[src/rtl/mem_test_run_ctrl.sv]
// Sequences memory-test engine passes: reset gap, release, wait for done or watchdog, tally results.
// All outputs registered (1-cycle latency from sampled test_done); no backpressure, en only gates new passes.
module mem_test_run_ctrl #(
  parameter int unsigned NUM_RUNS       = 0,
  parameter int unsigned CNT_WIDTH      = 16,
  parameter int unsigned TIMEOUT_CYCLES = 1048576,
  parameter int unsigned GAP_CYCLES     = 16
) (
  input  logic                 clk,
  input  logic                 rst_n,
  input  logic                 en,
  output logic                 test_rst_n,
  input  logic                 test_done,
  input  logic                 test_pass,
  output logic                 busy,
  output logic [CNT_WIDTH-1:0] run_cnt,
  output logic [CNT_WIDTH-1:0] fail_cnt,
  output logic                 first_fail_vld,
  output logic [CNT_WIDTH-1:0] first_fail_run,
  output logic                 timeout_err,
  output logic                 all_done,
  output logic                 status_ok
);

  localparam int unsigned WD_W  = (TIMEOUT_CYCLES > 1) ? $clog2(TIMEOUT_CYCLES) : 1;
  localparam int unsigned GAP_W = $clog2(GAP_CYCLES);

  localparam logic [CNT_WIDTH-1:0] CNT_MAX  = '1;
  localparam logic [CNT_WIDTH-1:0] CNT_ONE  = CNT_WIDTH'(1);
  localparam logic [CNT_WIDTH-1:0] RUNS_TGT = CNT_WIDTH'(NUM_RUNS);
  localparam logic [WD_W-1:0]      WD_LAST  = WD_W'(TIMEOUT_CYCLES - 1);
  localparam logic [WD_W-1:0]      WD_ONE   = WD_W'(1);
  localparam logic [GAP_W-1:0]     GAP_LAST = GAP_W'(GAP_CYCLES - 1);
  localparam logic [GAP_W-1:0]     GAP_ONE  = GAP_W'(1);

  typedef enum logic [1:0] {IDLE, GAP, WAIT, HALT} state_t;

  state_t               state;
  logic [GAP_W-1:0]     gap_cnt;
  logic [WD_W-1:0]      wd_cnt;

  logic                 pass_end;
  logic                 pass_fail;
  logic [CNT_WIDTH-1:0] run_nxt;
  logic [CNT_WIDTH-1:0] fail_nxt;

  // A done seen on the watchdog's last cycle still counts as a real result.
  assign pass_end  = (state == WAIT) && (test_done || (wd_cnt == WD_LAST));
  assign pass_fail = test_done ? !test_pass : 1'b1;
  assign run_nxt   = (run_cnt  == CNT_MAX) ? run_cnt  : run_cnt  + CNT_ONE;
  assign fail_nxt  = (fail_cnt == CNT_MAX) ? fail_cnt : fail_cnt + CNT_ONE;

  always_ff @(posedge clk or negedge rst_n) begin
    if (!rst_n) begin
      state          <= IDLE;
      gap_cnt        <= '0;
      wd_cnt         <= '0;
      test_rst_n     <= 1'b0;
      busy           <= 1'b0;
      run_cnt        <= '0;
      fail_cnt       <= '0;
      first_fail_vld <= 1'b0;
      first_fail_run <= '0;
      timeout_err    <= 1'b0;
      all_done       <= 1'b0;
      status_ok      <= 1'b0;
    end else begin
      case (state)
        IDLE: begin
          if (en) begin
            state   <= GAP;
            gap_cnt <= '0;
            busy    <= 1'b1;
          end
        end
        GAP: begin
          gap_cnt <= gap_cnt + GAP_ONE;
          if (gap_cnt == GAP_LAST) begin
            state      <= WAIT;
            wd_cnt     <= '0;
            test_rst_n <= 1'b1;
          end
        end
        WAIT: begin
          wd_cnt <= wd_cnt + WD_ONE;
          if (pass_end) begin
            test_rst_n <= 1'b0;
            run_cnt    <= run_nxt;
            status_ok  <= (fail_cnt == '0) && !pass_fail;
            if (pass_fail) begin
              fail_cnt <= fail_nxt;
              if (!first_fail_vld) begin
                first_fail_vld <= 1'b1;
                first_fail_run <= run_cnt;
              end
            end
            if (!test_done) begin
              timeout_err <= 1'b1;
            end
            if ((NUM_RUNS != 0) && (run_nxt == RUNS_TGT)) begin
              state    <= HALT;
              busy     <= 1'b0;
              all_done <= 1'b1;
            end else if (en) begin
              state   <= GAP;
              gap_cnt <= '0;
            end else begin
              state <= IDLE;
              busy  <= 1'b0;
            end
          end
        end
        HALT: begin
          state <= HALT;
        end
        default: begin
          state <= IDLE;
        end
      endcase
    end
  end

endmodule
[config.mk]
export PLATFORM = sky130hd
export DESIGN_NAME = mem_test_run_ctrl
export DESIGN_NICKNAME = d
export VERILOG_FILES = /design/src/rtl/mem_test_run_ctrl.sv
export SDC_FILE = /design/constraint.sdc
export NUM_CORES = 1
export LEC_CHECK = 0
export CORE_AREA = 2 2 88 90
export CTS_BUF_LIST = sky130_fd_sc_hd__clkbuf_4 sky130_fd_sc_hd__clkbuf_8 sky130_fd_sc_hd__clkbuf_16
export DETAILED_ROUTE_END_ITERATION = 16
export DIE_AREA = 0 0 90 92
export PLACE_DENSITY = 0.78
export SLEW_MARGIN = 10
export SYNTH_ARGS = -nofsm -noshare
export SYNTH_HDL_FRONTEND = slang
export SYNTH_SLANG_ARGS = --single-unit
[constraint.sdc]
create_clock -name clk -period 2.96 [get_ports clk]
set_clock_uncertainty 0.15 [all_clocks]
set_input_delay 0.592 -clock clk [delete_from_list [all_inputs] [get_ports clk]]
set_output_delay 0.592 -clock clk [all_outputs]
set_load 0.005 [all_outputs]
Yosys cells after proc, flatten, opt, wreduce, memory -nomap -nowiden --
Index checks and enable logic that the tools add are counted. Widths: inputs -> output; s select.
Word-level totals: flip-flop bits (word level) 79, input port bits 5, output and inout port bits 54, logic and storage cells 69
Operators by class: $add $sub $neg 4, eq/ne operators 11, multiplexer cells 18, bitwise operators 4, reductions and logical operators 21
Operators with widths (count):
- $pmux 20 s2 | 1
- $add 16x1->16 const B | 2
- $eq 16x16->1 const B | 2
- $add 20x1->20 const B | 1
- $eq 20x20->1 const B | 1
- $mux 20 | 1
- $logic_not 16->1 | 1
- $reduce_and 3->1 | 5
- $pmux 4 s3 | 1
- $reduce_and 4->1 | 3
- $mux 4 | 2
- $ne 2x2->1 const B | 4
- $pmux 2 s4 | 1
- $mux 1 | 7
- $mux 2 | 3
- $reduce_and 2->1 | 3
- $add 4x1->4 const B | 1
- $eq 2x2->1 const B | 2
- $eq 4x4->1 const B | 1
- $not 1->1 | 4
- $pmux 1 s2 | 2
- $reduce_bool 2->1 | 2
- $reduce_bool 3->1 | 1
- $eq 2x1->1 const B | 1
- 4 further kinds | 6

Longest topological paths before layout --
Gate-level depths: netlist (run 1).
word-level depth 5, gate-level depth with buffers 8, gate-level depth less buffers 6

Least setup slack after synthesis (run 1) --
No wires, ideal clock.
kind reg-to-reg, from register wd_cnt[0], to register first_fail_run[10], setup time 125 ps, arrival 2072 ps, data required time 2685 ps, slack 613 ps, stages on the path, launching flop included 8, buffers on the path 1, clock period less this slack 2347 ps, path through dfrtp_1 > ha_1 > nand3_4 > nor4_4 > a32oi_4 > nor2_4 > buf_4 > mux2_2
On the way: cells in the longest elaborated chain, start to end 4
RTL lines:
- start: declaration | line 40 | logic [WD_W-1:0] wd_cnt;
- start signal: assignment | line 85 | wd_cnt <= wd_cnt + WD_ONE;
- $eq 20x20->1 | line 48 | assign pass_end = (state == WAIT) && (test_done || (wd_cnt == WD_LAST));
- $logic_or 1x1->1 | line 48
- $logic_and 1x1->1 | line 48
- $reduce_and 4->1 (no line)
- end signal: assignment | line 94 | first_fail_run <= run_cnt;
- end: declaration | line 19 | output logic [CNT_WIDTH-1:0] first_fail_run,
No other way between the ends. A chain may end at the register's enable or synchronous reset.

Worst setup path in the final report (run 1) --
from register wd_cnt[0], to register first_fail_run[8]
Same word-level chain as after synthesis.

==> key figures, run 1 <==
Status
  • Status: complete, no violations

Power and ir drop
  • PD cells: 612 nW/um^2
  • Leakage power: 0.00219 uW
  • Worst vdd ir: between 0.0003 and 0.0004 V

Global route
  • Largest net degree at the start of global routing: 43
  • Grt ovf: 0
  • Global-route wire length before repair: about 14000 um
  • Vias in the first global route: 2945
  • Antenna violations before repair: 0
  • Tot GR Track Use: 0.210

Yosys
  • Area leader, netlist: dfrtp_1
  • Number of synthesized flops with an enable pin: 0
  • Synthesized area: around 3800 um^2
  • Top cells by area, synth: dfrtp_1, mux2_2, xor2_1
  • Post-synthesis sequential area ratio: 0.516
  • Syn. warnings: 1
  • Synth Instances: 348
  • Area share of the largest cell type after synthesis: 0.516
  • Mapped Nets: about 360
  • Count leader, synth: dfrtp_1
  • Seq cells post-synth: 79
  • Post-Syn Area per Cell: ~11 um^2
  • Synth cell types: 49
  • Top post-synthesis cells by count: dfrtp_1, nand2_1, xor2_1
  • Main synth FF type: dfrtp_1
  • Ys async rst share: 1.00

Final layout
  • Share of layout cells above drive strength 1: 0.149
  • Final nets: 422
  • Area growth syn-to-layout: 24.0%
  • Fillers: between 600 and 700
  • Ant diodes: 0

Clock network
  • H-Tree Depth: 3
  • CTS sink count: 79
  • CTS clk-pin slew, worst paths: about 0.08 ns
  • CTS Buf Count: 9
  • Post-CTS Resized: 0
  • Clk_lat worst skew: 0.35 ns
  • Setup bufs post-CTS: 0
  • Clock Path Buffers: 2
  • Root cell of the clock tree: clkbuf_8
  • TritonCTS clock tree: yes
  • CTS hold repair buffers: 0

Setup path
  • CP Launch Type: flop
  • Worst Path Arrival: about 2.8 ns
  • R2R Setup Slk: between 0.3 and 0.4 ns
  • Max incr delay on CP: 0.47 ns
  • CP Capture Type: flop
  • Top delay family on crit path: simple AND/OR/NAND/NOR gates
  • Critical path's slowest cell: nor4_4
  • Cell Chain, Critical Path: ha_1, nand3_4, nor4_4, a32oi_4, nor2_4, buf_4, mux2_2
  • R2R depth: 7
  • Critical Path Fanout Max: 18
  • R2R Path End: first_fail_run[8]$_DFFE_PN0P_
  • Worst R2R Start: wd_cnt[0]$_DFFE_PN0P_
  • CP Class: flop to flop
  • Required @ worst endpoint: 3.05 ns
  • CP Buf/Inv Count: 1

Timing
  • Fin crit share: 0.898
  • Final Setup Violations: 0
  • Final WS setup: 0.301 ns
  • Rel. slew slack: 0.468
  • RSZ-0062 raised after global routing: false
  • Post-layout min period: 2.66 ns
  • Hold slack final: between 0.05 and 0.06 ns
  • Max Clk Rate: 0.376 GHz
  • Actual slew at the worst max-slew pin: approximately 0.80 ns
  • Fin. Hold Viols: 0
  • Max-slew violations: 0
  • Post-route setup TNS: 0 ns

Drt
  • Drt via density: 5.48
  • DR vias: approximately 2.8k
  • WL final: 8080 um
  • DR pass1 iterations: 4
  • DR DRC count: 0
  • DR iter-0 viols: just under 200
  • Routed len/inst: 15.6 um
  • Post-DRT Antenna Nets: 0

Floorplanning
  • Cell Rows: 32
  • Die Area: 8280 um^2
  • I/O pins: 59
  • Die height: 92 um
  • Core area: 7450 um^2
  • Die Width: 90 um
  • Initial core utilization: 0.514

Place
  • Gp weighted congestion: 0.778
  • Worst slack, placed: 0.297 ns
  • Buffers on Ports: 57
  • Post-DP HPWL: 5500 um

Flow run
  • MaxCap Viol Count: 0

Worst hold path
  • Hold Path Class: input pin to asynchronous set/reset pin
==> kinds of logic (layout without fill, tap and decap cells) <==
logic type | Yosys count | count (layout) | share of synthesized area
and+or+nand+nor | 155 | 155 | 0.227
DFF | 79 | 79 | 0.516
muxes | 36 | 36 | 0.101
AOI/OAI and AO/OA | 27 | 27 | 0.0526
xor gates and xnor gates | 27 | 27 | 0.0618
buffers and inverters | 18 | 87 | 0.0232
adders and majority gates | 5 | 5 | 0.0163
other | 1 | 1 | 0.000979
==> final cells by class <==
type | count | area (um^2) | area share
clock buffer | 11 | 145 | 0.0306
clock inverter | 5 | 81.3 | 0.0171
inverter | 7 | 26.3 | 0.00554
multi-input combinational | 251 | 1770 | 0.373
sequential | 79 | 1980 | 0.416
tap | 102 | 128 | 0.0269
timing repair buffer | 64 | 621 | 0.131
==> state kept, by name, indices dropped and copies added (netlist names) <==
name            count
timeout_err         1
busy                1
first_fail_run     16
state               2
first_fail_vld      1
fail_cnt           16
status_ok           1
gap_cnt             4
run_cnt            16
test_rst_n          1
wd_cnt             20
==> layer usage <==
layer,part of all wire,wire (um),track usage
met1,0.46,3720,0.274
met5,0,0,0
met3,0.044,358,0.0452
met2,0.49,3950,0.351
met4,0.0064,52,0.0718
==> power by group <==
group	total (uW)	switching (uW)	internal, uW
registers	1400	181	1220
clock network	913	405	508
logic	592	259	333
==> worst max-delay path by stage <==
stage                                endpoint  cells after the start                   from  slack, ns
2_1_floorplan  first_fail_run[10]$_DFFE_PN0P_                      7  wd_cnt[0]$_DFFE_PN0P_       0.61
3_3_place_gp    first_fail_run[8]$_DFFE_PN0P_                      6              test_done       0.33
3_5_place_dp    first_fail_run[8]$_DFFE_PN0P_                      6              test_done       0.30
4_1_cts         first_fail_run[5]$_DFFE_PN0P_                      7  wd_cnt[0]$_DFFE_PN0P_       0.29
5_1_grt              fail_cnt[15]$_DFFE_PN0P_                      6  wd_cnt[0]$_DFFE_PN0P_       0.12
6_report        first_fail_run[8]$_DFFE_PN0P_                      7  wd_cnt[0]$_DFFE_PN0P_       0.30
==> cells in the final DEF (no fill, tap or decap), types with 9 or more instances in the layout <==
| master | count |
|---|---|
| nor3_1 | 13 |
| and3_1 | 9 |
| clkbuf_8 | 10 |
| nor2_1 | 16 |
| xor2_1 | 25 |
| mux2_2 | 21 |
| dfrtp_1 | 79 |
| mux2i_1 | 14 |
| nand2_1 | 44 |
| clkdlybuf4s50_1 | 56 |
| nand3_1 | 19 |
==> through the flow <==
step	cells	instance area [um^2]	total power, uW	utilization
finish	519	4750	2900	0.637
global route	519	4750	3070	0.637
CTS	519	4750	2920	0.637
detailed placement	503	4520	2010	0.607
global placement	503	4520	1980	0.607
floorplan	348	3830	1730	-
No activity file was read; power rests on OpenSTA's default activity.
==> run 2: changes to the inputs <==
CTS_CLUSTER_DIAMETER = 200   (was unset)
==> results of run 2 <==
Final layout, timing and power as in run 1 (identical DEF).
